===== src/rtl/hpu_stream_pkg.sv =====
// Shared types and defaults for the HPU stream controllers.
package hpu_stream_pkg;

  localparam int unsigned DefDw = 32;
  localparam int unsigned DefAw = 5;

  // Receive-side controller states; StDrop is only reachable when overflow dropping is built in.
  typedef enum logic [1:0] {
    StRecv   = 2'd0,
    StCommit = 2'd1,
    StHold   = 2'd2,
    StDrop   = 2'd3
  } src_state_t;

endpackage


===== src/rtl/src_agu.sv =====
// Write address generator for the input stream buffer: AW+1-bit word counter.
module src_agu
  import hpu_stream_pkg::*;
#(
  parameter int unsigned AW = DefAw
) (
  input  logic        clk,
  input  logic        run,
  input  logic        clr,
  input  logic        en,
  output logic [AW:0] count,
  output logic        full
);

  localparam logic [AW:0] Depth = {1'b1, {AW{1'b0}}};

  logic [AW:0] cnt_q;

  // Counter: clear has priority over increment.
  always_ff @(posedge clk or negedge run) begin
    if (!run) begin
      cnt_q <= '0;
    end else if (clr) begin
      cnt_q <= '0;
    end else if (en) begin
      cnt_q <= cnt_q + 1'b1;
    end
  end

  assign count = cnt_q;
  assign full  = (cnt_q == Depth);

endmodule


===== src/rtl/src_ctrl.sv =====
// Input-side stream controller: host DMA word stream -> local stream buffer.
// Optional feature: define SRC_CTRL_OVF_DROP_EN to discard the tail of an oversize
// packet (DROP state) and raise the sticky ovf flag.
module src_ctrl
  import hpu_stream_pkg::*;
#(
  parameter int unsigned DW = DefDw,
  parameter int unsigned AW = DefAw
) (
  input  logic          clk,
  input  logic          run,
  input  logic          src_valid,
  input  logic          src_last,
  input  logic [DW-1:0] src_data,
  output logic          src_ready,
  output logic          buf_we,
  output logic [AW-1:0] buf_a,
  output logic [DW-1:0] buf_d,
  output logic          stream_ok,
  output logic [AW:0]   stream_len,
  input  logic          stream_ack,
  output logic          ovf
);

  // Count value while the 2^AW-th word is being accepted.
  localparam logic [AW:0] LastIdx = {1'b0, {AW{1'b1}}};

  src_state_t state_q, state_d;

  logic          ready_q;
  logic          we_q;
  logic [AW-1:0] a_q;
  logic [DW-1:0] d_q;
  logic          ok_q;
  logic [AW:0]   len_q;

  logic [AW:0] count;
  logic        full;
  logic        accept;
  logic        wr_en;
  logic        cnt_clr;
  logic        at_end;

  assign accept  = src_valid & ready_q;
  assign wr_en   = accept & (state_q == StRecv) & ~full;
  assign at_end  = (count == LastIdx);
  assign cnt_clr = (state_q == StHold) & stream_ack;

  src_agu #(
    .AW(AW)
  ) u_agu (
    .clk  (clk),
    .run  (run),
    .clr  (cnt_clr),
    .en   (wr_en),
    .count(count),
    .full (full)
  );

  // Next-state decode.
  always_comb begin
    state_d = state_q;
    unique case (state_q)
      StRecv: begin
        if (wr_en && src_last) begin
          state_d = StCommit;
        end else if (wr_en && at_end) begin
`ifdef SRC_CTRL_OVF_DROP_EN
          state_d = StDrop;
`else
          state_d = StCommit;
`endif
        end
      end
      StCommit: state_d = StHold;
      StHold: begin
        if (stream_ack) begin
          state_d = StRecv;
        end
      end
`ifdef SRC_CTRL_OVF_DROP_EN
      StDrop: begin
        if (accept && src_last) begin
          state_d = StCommit;
        end
      end
`endif
      default: state_d = StRecv;
    endcase
  end

  // State and registered outputs; ready/ok/len are decoded from the next state so they
  // line up with the state register.
  always_ff @(posedge clk or negedge run) begin
    if (!run) begin
      state_q <= StRecv;
      ready_q <= 1'b0;
      we_q    <= 1'b0;
      a_q     <= '0;
      d_q     <= '0;
      ok_q    <= 1'b0;
      len_q   <= '0;
    end else begin
      state_q <= state_d;
      ready_q <= (state_d == StRecv) || (state_d == StDrop);
      we_q    <= wr_en;
      if (wr_en) begin
        a_q <= count[AW-1:0];
        d_q <= src_data;
      end
      ok_q  <= (state_d == StHold);
      len_q <= (state_d == StHold) ? count : '0;
    end
  end

`ifdef SRC_CTRL_OVF_DROP_EN
  logic ovf_q;

  // Sticky overflow: set once DROP has been resident for a cycle, cleared only by reset.
  always_ff @(posedge clk or negedge run) begin
    if (!run) begin
      ovf_q <= 1'b0;
    end else if (state_q == StDrop) begin
      ovf_q <= 1'b1;
    end
  end

  assign ovf = ovf_q;
`else
  assign ovf = 1'b0;
`endif

  assign src_ready  = ready_q;
  assign buf_we     = we_q;
  assign buf_a      = a_q;
  assign buf_d      = d_q;
  assign stream_ok  = ok_q;
  assign stream_len = len_q;

endmodule


===== config.mk =====
export PLATFORM = sky130hd
export DESIGN_NAME = src_ctrl
export DESIGN_NICKNAME = d
export VERILOG_FILES = /design/src/rtl/hpu_stream_pkg.sv /design/src/rtl/src_agu.sv /design/src/rtl/src_ctrl.sv
export SDC_FILE = /design/constraint.sdc
export NUM_CORES = 1
export LEC_CHECK = 0
export CAP_MARGIN = 10
export CORE_MARGIN = 2
export CORE_UTILIZATION = 48
export CTS_CLUSTER_DIAMETER = 40
export DETAILED_ROUTE_END_ITERATION = 16
export PLACE_DENSITY = 0.85
export SYNTH_ARGS = -nofsm -noshare
export SYNTH_HDL_FRONTEND = slang
export SYNTH_SLANG_ARGS = --single-unit

===== constraint.sdc =====
create_clock -name clk -period 3.8 [get_ports clk]
set_input_delay 0.57 -clock clk [delete_from_list [all_inputs] [get_ports clk]]
set_output_delay 0.57 -clock clk [all_outputs]
set_load 0.05 [all_outputs]

Yosys cells after proc, flatten, opt, wreduce, memory -nomap -nowiden. Index checks and enable logic that the tools add are counted.

Add/subtract/negate cells: 1. Equality and inequality tests: 6. Mux-type cells: 7. Bitwise logic cells: 5. Reductions and logical operators: 6.

Operators with widths (number): $mux 6 (3); $add 6x1->6 const B (1); $eq 2x2->1 const B (3); $eq 6x5->1 const B (1); $eq 6x6->1 const B (1); $mux 2 (3); $pmux 2 s3 (1); $and 1x1->1 (4); $logic_not 2->1 (2); $eq 2x1->1 const B (1); $logic_and 1x1->1 (2); $reduce_bool 2->1 (1); $logic_or 1x1->1 (1); $not 1->1 (1).

Flip-flop bits (word level): 54. Input bits: 37. Output and inout port bits: 47.

Logic depth before layout (Yosys ltp). Gate-level depths: netlist (run 1).

Depth in word-level cells: 9. Gate-level depth with buffers: 8. Mapped depth without buffers: 7.

Cells and area by module. Synthesis (run 1) repeated with hierarchy kept, for this count alone.

Cells, all modules: 137. Area total of the unflattened synthesis: 2110.8 um2.

By module, submodules not included: src_ctrl (times used 1, cells each 108, area an instance 1811.7 um2); src_agu (times used 1, cells each 29, area an instance 299.0 um2).

Worst setup path after synthesis (run 1). No wires, ideal clock.

Path type: register -> register. Start: register ready_q, in the netlist src_ready. End: register len_q[2], in the netlist stream_len[2]. Library setup time: 120 ps. Arrival time: 1813 ps. Required time: 3680 ps. Path slack: 1867 ps. Cell stages (with the launch flop): 7. Clock period less this slack: 1933 ps. Path through: dfrtp_1 > and4bb_4 > o21ai_4 > buf_8 > o21bai_1 > ha_1 > and2_2.

Longest elaborated chain between the ends: 9. Elaborated cells between the ends (all ways): 10.

Ends and longest elaborated chain: start: declaration (RTL line src_ctrl.sv:30) `logic ready_q;`; start signal: assignment (RTL line src_ctrl.sv:105) `ready_q <= (state_d == StRecv) || (state_d == StDrop);`; $and 1x1->1 (*) (RTL line src_ctrl.sv:44) `assign accept = src_valid & ready_q;`; $and 1x1->1 (*) (2 in a row) (RTL line src_ctrl.sv:45) `assign wr_en = accept & (state_q == StRecv) & ~full;`; $logic_and 1x1->1 (RTL line src_ctrl.sv:67) `end else if (wr_en && at_end) begin`; $mux 2 (RTL line src_ctrl.sv:67); $mux 2 (*) (RTL line src_ctrl.sv:65) `if (wr_en && src_last) begin`; $pmux 2 s3 (*) (RTL line src_ctrl.sv:63) `unique case (state_q)`; $eq 2x2->1 (*) (RTL line src_ctrl.sv:112) `len_q <= (state_d == StHold) ? count : '0;`; $mux 6 (*) (RTL line src_ctrl.sv:112); end signal: assignment (RTL line src_ctrl.sv:112); end: declaration (RTL line src_ctrl.sv:35) `logic [AW:0] len_q;`.

Mark *: on every way between the ends. The rest lies on a longest branch, timed or not. A chain may end at the register's enable or synchronous reset.

Worst setup path in the final report (run 1).
Start: register u_agu.cnt_q[0], in the netlist u_agu.count[0]. End: register d_q[16], in the netlist buf_d[16].

Longest elaborated chain between the ends: 3.

Ends and longest elaborated chain: start: declaration (RTL line src_agu.sv:17) `logic [AW:0] cnt_q;`; start signal: assignment (RTL line src_agu.sv:26) `cnt_q <= cnt_q + 1'b1;`; $eq 6x6->1 (RTL line src_agu.sv:31) `assign full = (cnt_q == Depth);`; $not 1->1 (RTL line src_ctrl.sv:45); $and 1x1->1 (RTL line src_ctrl.sv:45); end signal: assignment (RTL line src_ctrl.sv:109) `d_q <= src_data;`; end: declaration (RTL line src_ctrl.sv:33) `logic [DW-1:0] d_q;`.

No other way between the ends.

==> results.sh, run 1 <==
export IMPL_clockRootBuffer="clkbuf_8"
export IMPL_ys_types=26
export IMPL_synth_top_flop_cell="dfrtp_1"
export IMPL_ir_drop_v=0.0003834
export IMPL_clock_sinks=54
export IMPL_die_h_um=73.74
export IMPL_fmax_ghz=0.4180
export IMPL_critPathMaxFanout=32
export IMPL_arrival_ns=2.59
export IMPL_clk_latency_ns=0.30
export IMPL_cp_end_kind="flip-flop"
export IMPL_first_iter_violations=93
export IMPL_fp_dieW_um=73.74
export IMPL_cts_repair_resized=0
export IMPL_ant_nets=0
export IMPL_powerDensity_nw_per_um2=969.8
export IMPL_synth_edff_count=0
export IMPL_fin_nets=267
export IMPL_seq_area_frac_synth=0.5788
export IMPL_fillers=307
export IMPL_grt_pass1_wl_mm=6.851
export IMPL_syn_area_um2=2335
export IMPL_finClkSkew_ns=0.004792
export IMPL_rrSetupSlack_ns=1.41
export IMPL_worst_hold_slack_ns=0.2168
export IMPL_yosysTopAreaCellShare=0.5788
export IMPL_ys_ff_latch=54
export IMPL_cts_tree="yes"
export IMPL_synth_cells=141
export IMPL_grt_max_degree=34
export IMPL_syn_avg_cell_area_um2=16.56
export IMPL_first_pass_iters=2
export IMPL_postCtsSetupRepairBufs=0
export IMPL_tightestPinTransition_ns=0.5558
export IMPL_r2r_cells=6
export IMPL_remaining_drc_errors=0
export IMPL_syn_nets=182
export IMPL_grt_pass1_vias=1375
export IMPL_place_gp_congestion=0.7388
export IMPL_ys_async_sr_fraction=1.000
export IMPL_synth_top_area_cell="dfrtp_1"
export IMPL_period_needed_ns=2.392
export IMPL_fin_tns_setup_ns=0
export IMPL_std_cell_rows=25
export IMPL_grt_use_total=0.1697
export IMPL_vias=1407
export IMPL_yosys_warnings=0
export IMPL_area_growth_pct=39.66
export IMPL_finalSetupViolCount=0
export IMPL_status="finished clean"
export IMPL_crit_type="reg -> reg"
export IMPL_cts_buffers=5
export IMPL_hold_viol=0
export IMPL_grt_remaining_overflow=0
export IMPL_io_buffers=82
export IMPL_antenna_found_initial=0
export IMPL_cp_start_kind="flip-flop"
export IMPL_routedWlPerCell_um=16.02
export IMPL_design_core_area_um2=4692
export IMPL_n_antenna_cell=0
export IMPL_cap_violations=0
export IMPL_synthTopCellsByArea="dfrtp_1 (58%), mux2_4 (23%), buf_12 (2.6%)"
export IMPL_drive_gt1_frac=0.2379
export IMPL_io_pin_count=84
export IMPL_period_share=0.6296
export IMPL_maxSlewHeadroom=0.6295
export IMPL_hold_buffers=0
export IMPL_hold_class="in -> async"
export IMPL_rsz0062_at_grt="no"
export IMPL_die_area_um2=5438
export IMPL_clkSlewWorstSetupHoldPaths_ns=0.10
export IMPL_cp_required_ns=4.00
export IMPL_clockBufferDepth=2
export IMPL_initial_core_util=0.4976
export IMPL_h_tree_depth=2
export IMPL_slew_viol_final=0
export IMPL_wirelength_mm=4.502
export IMPL_vias_per_cell=5.007
export IMPL_dp_hpwl_mm=3.204
export IMPL_leakage_nw=1.543
export IMPL_fin_util=0.6949
[layout by cell type, fill, tap and decap left out, types with 2 or more instances in the layout]
| cell type | netlist | routed |
|---|---|---|
| nand2b_1 | 3 | 3 |
| inv_1 | 4 | 4 |
| buf_4 | 1 | 2 |
| and2_1 | 6 | 6 |
| dfrtp_1 | 54 | 54 |
| nand4_1 | 3 | 3 |
| mux2i_1 | 6 | 6 |
| clkbuf_8 | 0 | 5 |
| clkdlybuf4s50_1 | 0 | 81 |
| mux2_2 | 2 | 2 |
| ha_1 | 4 | 4 |
| clkinvlp_4 | 0 | 2 |
| mux2_4 | 35 | 35 |
| nand2_1 | 6 | 6 |
[cell families after synthesis]
family,share of synthesized area
DFF,0.5788
muxes,0.2604
buffers and inverters,0.04341
and+or+nand+nor,0.07397
adders and majority gates,0.02144
AOI/OAI and AO/OA,0.02037
other,0.001606
[metal layers]
layer / vias up / track usage / share of wire
li1: 653 / - / -
met1: 693 / 0.2351 / 0.45
met2: 56 / 0.2619 / 0.47
met3: 5 / 0.03155 / 0.068
met4: 0 / 0.07273 / 0.014
met5: - / 0 / 0
[where the power goes]
part           switching (mW)  internal [mW]  total, mW
Combinational            1.07          0.754       1.82
Sequential              0.153          0.810      0.964
Clock                   0.183          0.196      0.379
Total                    1.40           1.76       3.16
[worst paths after layout]
kind,endpoint,startpoint
setup / recovery,buf_d[16],u_agu.count[0]
hold / removal,buf_d[18],run
setup reg to reg,buf_d[16],u_agu.count[0]
hold reg to reg,buf_d[4],buf_d[4]
max in group asynchronous,buf_we,run
min in group clk,buf_d[4],buf_d[4]
[layout make-up]
| type | instances | area [um^2] | share of cell area |
|---|---|---|---|
| inverter | 4 | 15.01 | 0.004605 |
| multi-input combinational | 77 | 882.1 | 0.2705 |
| sequential | 54 | 1351 | 0.4144 |
| clock inverter | 3 | 45.04 | 0.01381 |
| clock buffer | 5 | 68.82 | 0.02111 |
| timing repair buffer | 84 | 830.8 | 0.2548 |
| tap | 54 | 67.56 | 0.02072 |
[worst max-delay path, stage by stage (launching register included)]
cell	delay, ns
dfrtp_1	0.48
inv_1	0.09
ha_1	0.19
nand4bb_4	0.15
o21ai_4	0.41
buf_4	0.56
mux2_2	0.40
[per-stage QoR]
step	instance area [um^2]	total power [mW]	instances	worst slack, ns
3_5_place_dp	3147	2.796	273	1.293
2_1_floorplan	2335	2.270	141	1.867
5_1_grt	3261	3.298	281	1.258
3_3_place_gp	3147	2.770	273	1.316
6_report	3261	3.162	281	1.408
4_1_cts	3261	3.193	281	1.385
[synthesized netlist by cell type (2+ instances only)]
cell type / number
mux2_2: 2
and2_1: 6
nand2_1: 6
mux2i_1: 6
buf_12: 3
nand4_1: 3
ha_1: 4
nand2b_1: 3
inv_1: 4
mux2_4: 35
dfrtp_1: 54
[flip-flops by register name, indices dropped and copies added, names as in the netlist]
signal       cells
src_ready        1
buf_we           1
u_agu.count      6
buf_a            5
stream_ok        1
state_q          2
stream_len       6
buf_d           32
No activity file was read; power rests on OpenSTA's default activity.
==> run 2: changes to the inputs <==
Settings changed: CORE_UTILIZATION 48 to 40, PLACE_DENSITY 0.85 to 0.76.
Clock period 3.8 ns to 2.1 ns, I/O delays scaled along.
==> run 2 against run 1 <==
Compared with the run above: setup slack got worse by 1.1 ns; global-route usage fell by 2.8 points; combinational power rose by 87%; via count fell by 1.3%; die area rose by 19%; flip-flop and latch count did not move; critical path depth did not move; sequential share of layout area fell by 0.47 points; critical path type unchanged; critical endpoint is now buf_d[17]; highest routed layer unchanged.
==> results.sh, run 2 (same netlist as run 1, synthesis figures left out) <==
export IMPL_place_gp_congestion=0.7094
export IMPL_powerDensity_nw_per_um2=1701
export IMPL_critical_path_top_delay_family="flip-flops"
export IMPL_h_tree_depth=2
export IMPL_routedWlPerCell_um=15.02
export IMPL_arrival_ns=2.01
export IMPL_status="finished clean"
export IMPL_p_sw_frac=0.4474
export IMPL_layout_common_cells="clkdlybuf4s50_1 (81), dfrtp_1 (54), mux2_4 (35)"
export IMPL_cp_end_kind="flip-flop"
export IMPL_fin_nets=270
export IMPL_cts_tree="yes"
export IMPL_remaining_drc_errors=0
export IMPL_use_met2=0.2325
export IMPL_clock_sinks=54
export IMPL_wirelength_mm=4.522
export IMPL_first_pass_iters=4
export IMPL_cp_required_ns=2.28
export IMPL_cp_start_kind="flip-flop"
export IMPL_ant_nets=0
export IMPL_maxSlewHeadroom=0.6357
export IMPL_rrSetupSlack_ns=0.27
export IMPL_largest_reg_flops=32
export IMPL_grt_use_total=0.1417
export IMPL_n_antenna_cell=0
export IMPL_grt_busiest_layer="met2"
export IMPL_pwr_share_comb=0.605
export IMPL_fillers=430
export IMPL_crit_buf_inv=2
export IMPL_tightestPinTransition_ns=0.5447
export IMPL_vias_per_cell=4.615
export IMPL_grt_pass1_wl_mm=7.010
export IMPL_die_area_um2=6464
export IMPL_cts_repair_resized=0
export IMPL_antenna_found_initial=0
export IMPL_clk_latency_ns=0.29
export IMPL_rr_startpoint="u_agu.count[0]"
export IMPL_timing_rr_end="buf_d[17]"
export IMPL_fin_ws_ns=0.2725
export IMPL_p_int_mw=3.101
export IMPL_r2r_cells=6
export IMPL_met3_usage=0.02697
export IMPL_worst_hold_slack_ns=0.5112
export IMPL_max_stage_delay_ns=0.38
export IMPL_use_met1=0.1821
export IMPL_cts_buffers=5
export IMPL_pre_cts_ws_ns=0.1730
export IMPL_crit_chain="inv_1, ha_1, nand4bb_4, o21ai_4, buf_12, mux2_2"
export IMPL_finalSetupViolCount=0
export IMPL_first_iter_violations=65
export IMPL_io_buffers=82
export IMPL_p_clk_frac=0.093
export IMPL_cp_slowest_cell="dfrtp_1"
export IMPL_multi_input_area_um2=882.1
export IMPL_period_share=0.8703
export IMPL_finClkSkew_ns=0.002582
export IMPL_clockRootBuffer="clkbuf_8"
export IMPL_std_cell_rows=27
export IMPL_io_pin_count=84
export IMPL_leakage_nw=1.560
export IMPL_fmax_ghz=0.5472
export IMPL_ir_drop_v=0.0008963
export IMPL_cap_violations=0
export IMPL_clockBufferDepth=2
export IMPL_critPathMaxFanout=40
export IMPL_dp_hpwl_mm=3.352
export IMPL_fin_tns_setup_ns=0
export IMPL_fp_dieW_um=80.40
export IMPL_slew_viol_final=0
export IMPL_rsz0062_at_grt="no"
export IMPL_design_core_area_um2=5574
export IMPL_grt_remaining_overflow=0
export IMPL_initial_core_util=0.4189
export IMPL_area_growth_pct=41.26
export IMPL_die_h_um=80.40
export IMPL_seqCellArea_um2=1351
export IMPL_period_needed_ns=1.828
export IMPL_grt_max_degree=41
export IMPL_crit_type="reg -> reg"
export IMPL_drive_gt1_frac=0.2402
export IMPL_hold_class="in -> async"
export IMPL_clkSlewWorstSetupHoldPaths_ns=0.09
export IMPL_grt_pass1_vias=1416
export IMPL_power_share_sequential=0.302
export IMPL_switchingPower_mw=2.511
export IMPL_final_common_cell="clkdlybuf4s50_1"
export IMPL_vias=1389
export IMPL_hold_viol=0
==> run 2: cell types whose count changed in the layout (fill, tap and decap cells not counted) <==
cell	before	now
dlygate4sd3_1	0	1
buf_12	0	2
bufinv_16	1	0
clkinvlp_4	2	0
clkinv_2	0	2
==> run 2: how the worst max path moves through the flow <==
stage                   start             to  slack (ns)  cells past startpoint
6_report       u_agu.count[0]      buf_d[17]        0.27                      6
5_1_grt        u_agu.count[0]      buf_d[17]        0.22                      6
4_1_cts        u_agu.count[0]      buf_d[17]        0.25                      6
3_5_place_dp        src_valid  stream_len[2]        0.17                      6
3_3_place_gp        src_valid  stream_len[2]        0.21                      6
2_1_floorplan       src_ready  stream_len[2]        0.17                      6
==> run 2: layout make-up <==
| cell class | instances | share of cell area |
|---|---|---|
| well taps | 72 | 0.02731 |
| flip-flops and latches | 54 | 0.4097 |
| clock buffers | 5 | 0.02086 |
| repair buffers | 87 | 0.2671 |
| inverters | 4 | 0.004552 |
| clock inverters | 2 | 0.003035 |
| multi-input cells | 77 | 0.2675 |
==> run 2: stage by stage <==
stage	instances	power (mW)	util	instance area (um^2)
6_report	301	5.611	0.5917	3298
3_3_place_gp	293	5.069	0.5758	3209
3_5_place_dp	293	5.130	0.5758	3209
2_1_floorplan	141	4.107	-	2335
4_1_cts	301	5.671	0.5917	3298
5_1_grt	301	5.877	0.5917	3298
==> run 2: power groups by stage <==
stage | registers, mW | clock network (mW) | logic, mW
detailed placement | 1.72 | 0 | 3.41
floorplan | 3.09 | 0 | 1.02
CTS | 1.70 | 0.544 | 3.43
global route | 1.75 | 0.594 | 3.53
global placement | 1.70 | 0 | 3.37
finish | 1.70 | 0.519 | 3.40
==> run 2: metal layers <==
metal | up-vias | routed length (um) | part of all wire
li1 | 660 | - | -
met1 | 664 | 1967 | 0.43
met2 | 59 | 2135 | 0.47
met3 | 6 | 348 | 0.077
met4 | 0 | 70 | 0.015
met5 | - | 0 | 0
==> run 2: timing repair <==
item | in CTS | in global routing
hold buffers | 1 | 0
hold endpoints to repair | 17 | 0
setup buffers | 0 | 0
endpoints found under the setup margin | 0 | 0
==> run 3: changes to the inputs <==
Settings changed: CORE_UTILIZATION 40 to 44, PLACE_DENSITY 0.76 to 0.79.
Clock period 2.1 ns to 1.75 ns, I/O delays scaled along.
==> run 3 against run 2 <==
Compared with the run above: critical path depth is 5 lower; global-route usage is 2.7 points higher; utilization is 7.6 points higher; clock power is 61% higher; cell count is 1.7% higher; non-clock buffer count is 7 higher; combinational power is 21% higher; total power is 25% higher; register-to-register slack worse by 0.19 ns; sequential power is 21% higher; via count is 5.1% higher; largest cell class unchanged; largest power group unchanged.
==> results.sh, run 3 (same netlist as run 1, synthesis figures left out) <==
export IMPL_io_buffers=82
export IMPL_clk_latency_ns=0.29
export IMPL_pwr_share_comb=0.587
export IMPL_switchingPower_mw=3.085
export IMPL_crit_chain="clkdlybuf4s50_1"
export IMPL_cp_end_kind="primary output"
export IMPL_period_share=0.9786
export IMPL_finalPower_mw=7.007
export IMPL_routedWlPerCell_um=15.90
export IMPL_critPathMaxFanout=2
export IMPL_first_iter_violations=57
export IMPL_cp_required_ns=1.49
export IMPL_critical_path_top_delay_family="buffers and inverters"
export IMPL_tightestPinTransition_ns=0.5195
export IMPL_hold_viol=0
export IMPL_ant_nets=0
export IMPL_drive_gt1_frac=0.4025
export IMPL_powerDensity_nw_per_um2=2054
export IMPL_cp_slowest_cell="clkdlybuf4s50_1"
export IMPL_grt_max_degree=55
export IMPL_max_stage_delay_ns=0.80
export IMPL_first_pass_iters=4
export IMPL_hold_class="in -> async"
export IMPL_p_int_mw=3.922
export IMPL_pre_cts_ws_ns=0.004699
export IMPL_status="finished clean"
export IMPL_clock_sinks=54
export IMPL_n_antenna_cell=0
export IMPL_maxSlewHeadroom=0.6531
export IMPL_die_area_um2=5905
export IMPL_fmax_ghz=0.5839
export IMPL_wirelength_mm=4.866
export IMPL_grt_remaining_overflow=0
export IMPL_leakage_nw=1.775
export IMPL_fin_nets=277
export IMPL_grt_pass1_vias=1517
export IMPL_finalSetupViolCount=0
export IMPL_arrival_ns=1.45
export IMPL_design_core_area_um2=5107
export IMPL_clockBufferDepth=2
export IMPL_die_h_um=76.85
export IMPL_layout_common_cells="dfrtp_1 (53), clkdlybuf4s50_1 (39), mux2_4 (35), buf_4 (35), dlymetal6s2s_1 (13)"
export IMPL_vias=1460
export IMPL_period_needed_ns=1.713
export IMPL_slew_viol_final=0
export IMPL_largest_reg_flops=32
export IMPL_cp_start_kind="flip-flop"
export IMPL_final_common_cell="dfrtp_1"
export IMPL_area_growth_pct=46.09
export IMPL_ir_drop_v=0.0008384
export IMPL_dp_hpwl_mm=3.400
export IMPL_power_share_sequential=0.294
export IMPL_place_gp_congestion=0.7642
export IMPL_io_pin_count=84
export IMPL_rsz0062_at_grt="no"
export IMPL_cts_buffers=5
export IMPL_p_sw_frac=0.4403
export IMPL_clkSlewWorstSetupHoldPaths_ns=0.09
export IMPL_clockRootBuffer="clkbuf_8"
export IMPL_p_clk_frac=0.119
export IMPL_crit_type="reg -> out"
export IMPL_grt_use_total=0.1686
export IMPL_cts_tree="yes"
export IMPL_crit_buf_inv=1
export IMPL_remaining_drc_errors=0
export IMPL_grt_pass1_wl_mm=7.838
export IMPL_vias_per_cell=4.771
export IMPL_finClkSkew_ns=0.004537
export IMPL_fin_ws_ns=0.03737
export IMPL_fin_util=0.6678
export IMPL_fp_dieW_um=76.85
export IMPL_initial_core_util=0.4571
export IMPL_h_tree_depth=2
export IMPL_cap_violations=0
export IMPL_antenna_found_initial=0
export IMPL_std_cell_rows=26
run 3: cell count changes in the layout (fill, tap and decap cells not counted), sizes merged, moves of 2 or more:
cell,delta
clkdlybuf4s50,-42
buf,+34
dlymetal6s2s,+13
clkbuf,+2
clkinv,-2
run 3: area by class of cell:
class                   instances  area, um^2
multi-input cells              77       918.4
inverters                       4       15.01
flip-flops and latches         54        1353
repair buffers                 94       924.6
fillers                       378        1697
well taps                      70       87.58
clock buffers                   6       82.58
clock inverters                 1       30.03
run 3: power by group through the flow:
stage	logic, mW	registers [mW]	clock network (mW)
after global placement	4.01	2.06	0
final	4.11	2.06	0.836
after floorplan	1.25	3.71	0
after detailed placement	4.05	2.08	0
after global routing	4.29	2.13	0.930
after CTS	4.06	2.06	0.860
run 3: worst paths after layout:
path	end	cells past startpoint	from	slack, ns
max reg2reg	buf_d[1]	7	u_agu.count[0]	0.08
min in group clk	buf_d[17]	1	buf_d[17]	0.50
min reg2reg	buf_d[17]	1	buf_d[17]	0.50
min	buf_d[18]	3	run	0.50
max in group asynchronous	src_ready	3	run	1.01
max	buf_d[26]	1	buf_d[26]	0.04
run 3: metal layers:
layer  routed length [um]  global-route usage  up-vias
li1                     -                   -      671
met1                 2158              0.2320      730
met2                 2399              0.2693       55
met3                  269             0.04471        4
met4                   38             0.03636        0
met5                    0                   0        -
run 3: timing repair:
action | in CTS | in global routing
pin swaps | 0 | 1
resized for setup | 1 | 15
buffers inserted | 0 | 1
gates cloned | 0 | 1
hold buffers | 1 | 0
endpoints found under the setup margin | 1 | 29
hold endpoints to repair | 54 | 0
run 3: metrics by stage:
step	std cells	hold slack [ns]	setup TNS, ns	cell area, um^2
floorplan	141	-0.03309	-0.1114	2362
CTS	304	0.4968	0	3323
finish	306	0.4987	0	3411
global route	306	0.5072	0	3411
global placement	296	0.2789	0	3202
detailed placement	296	0.2793	0	3202
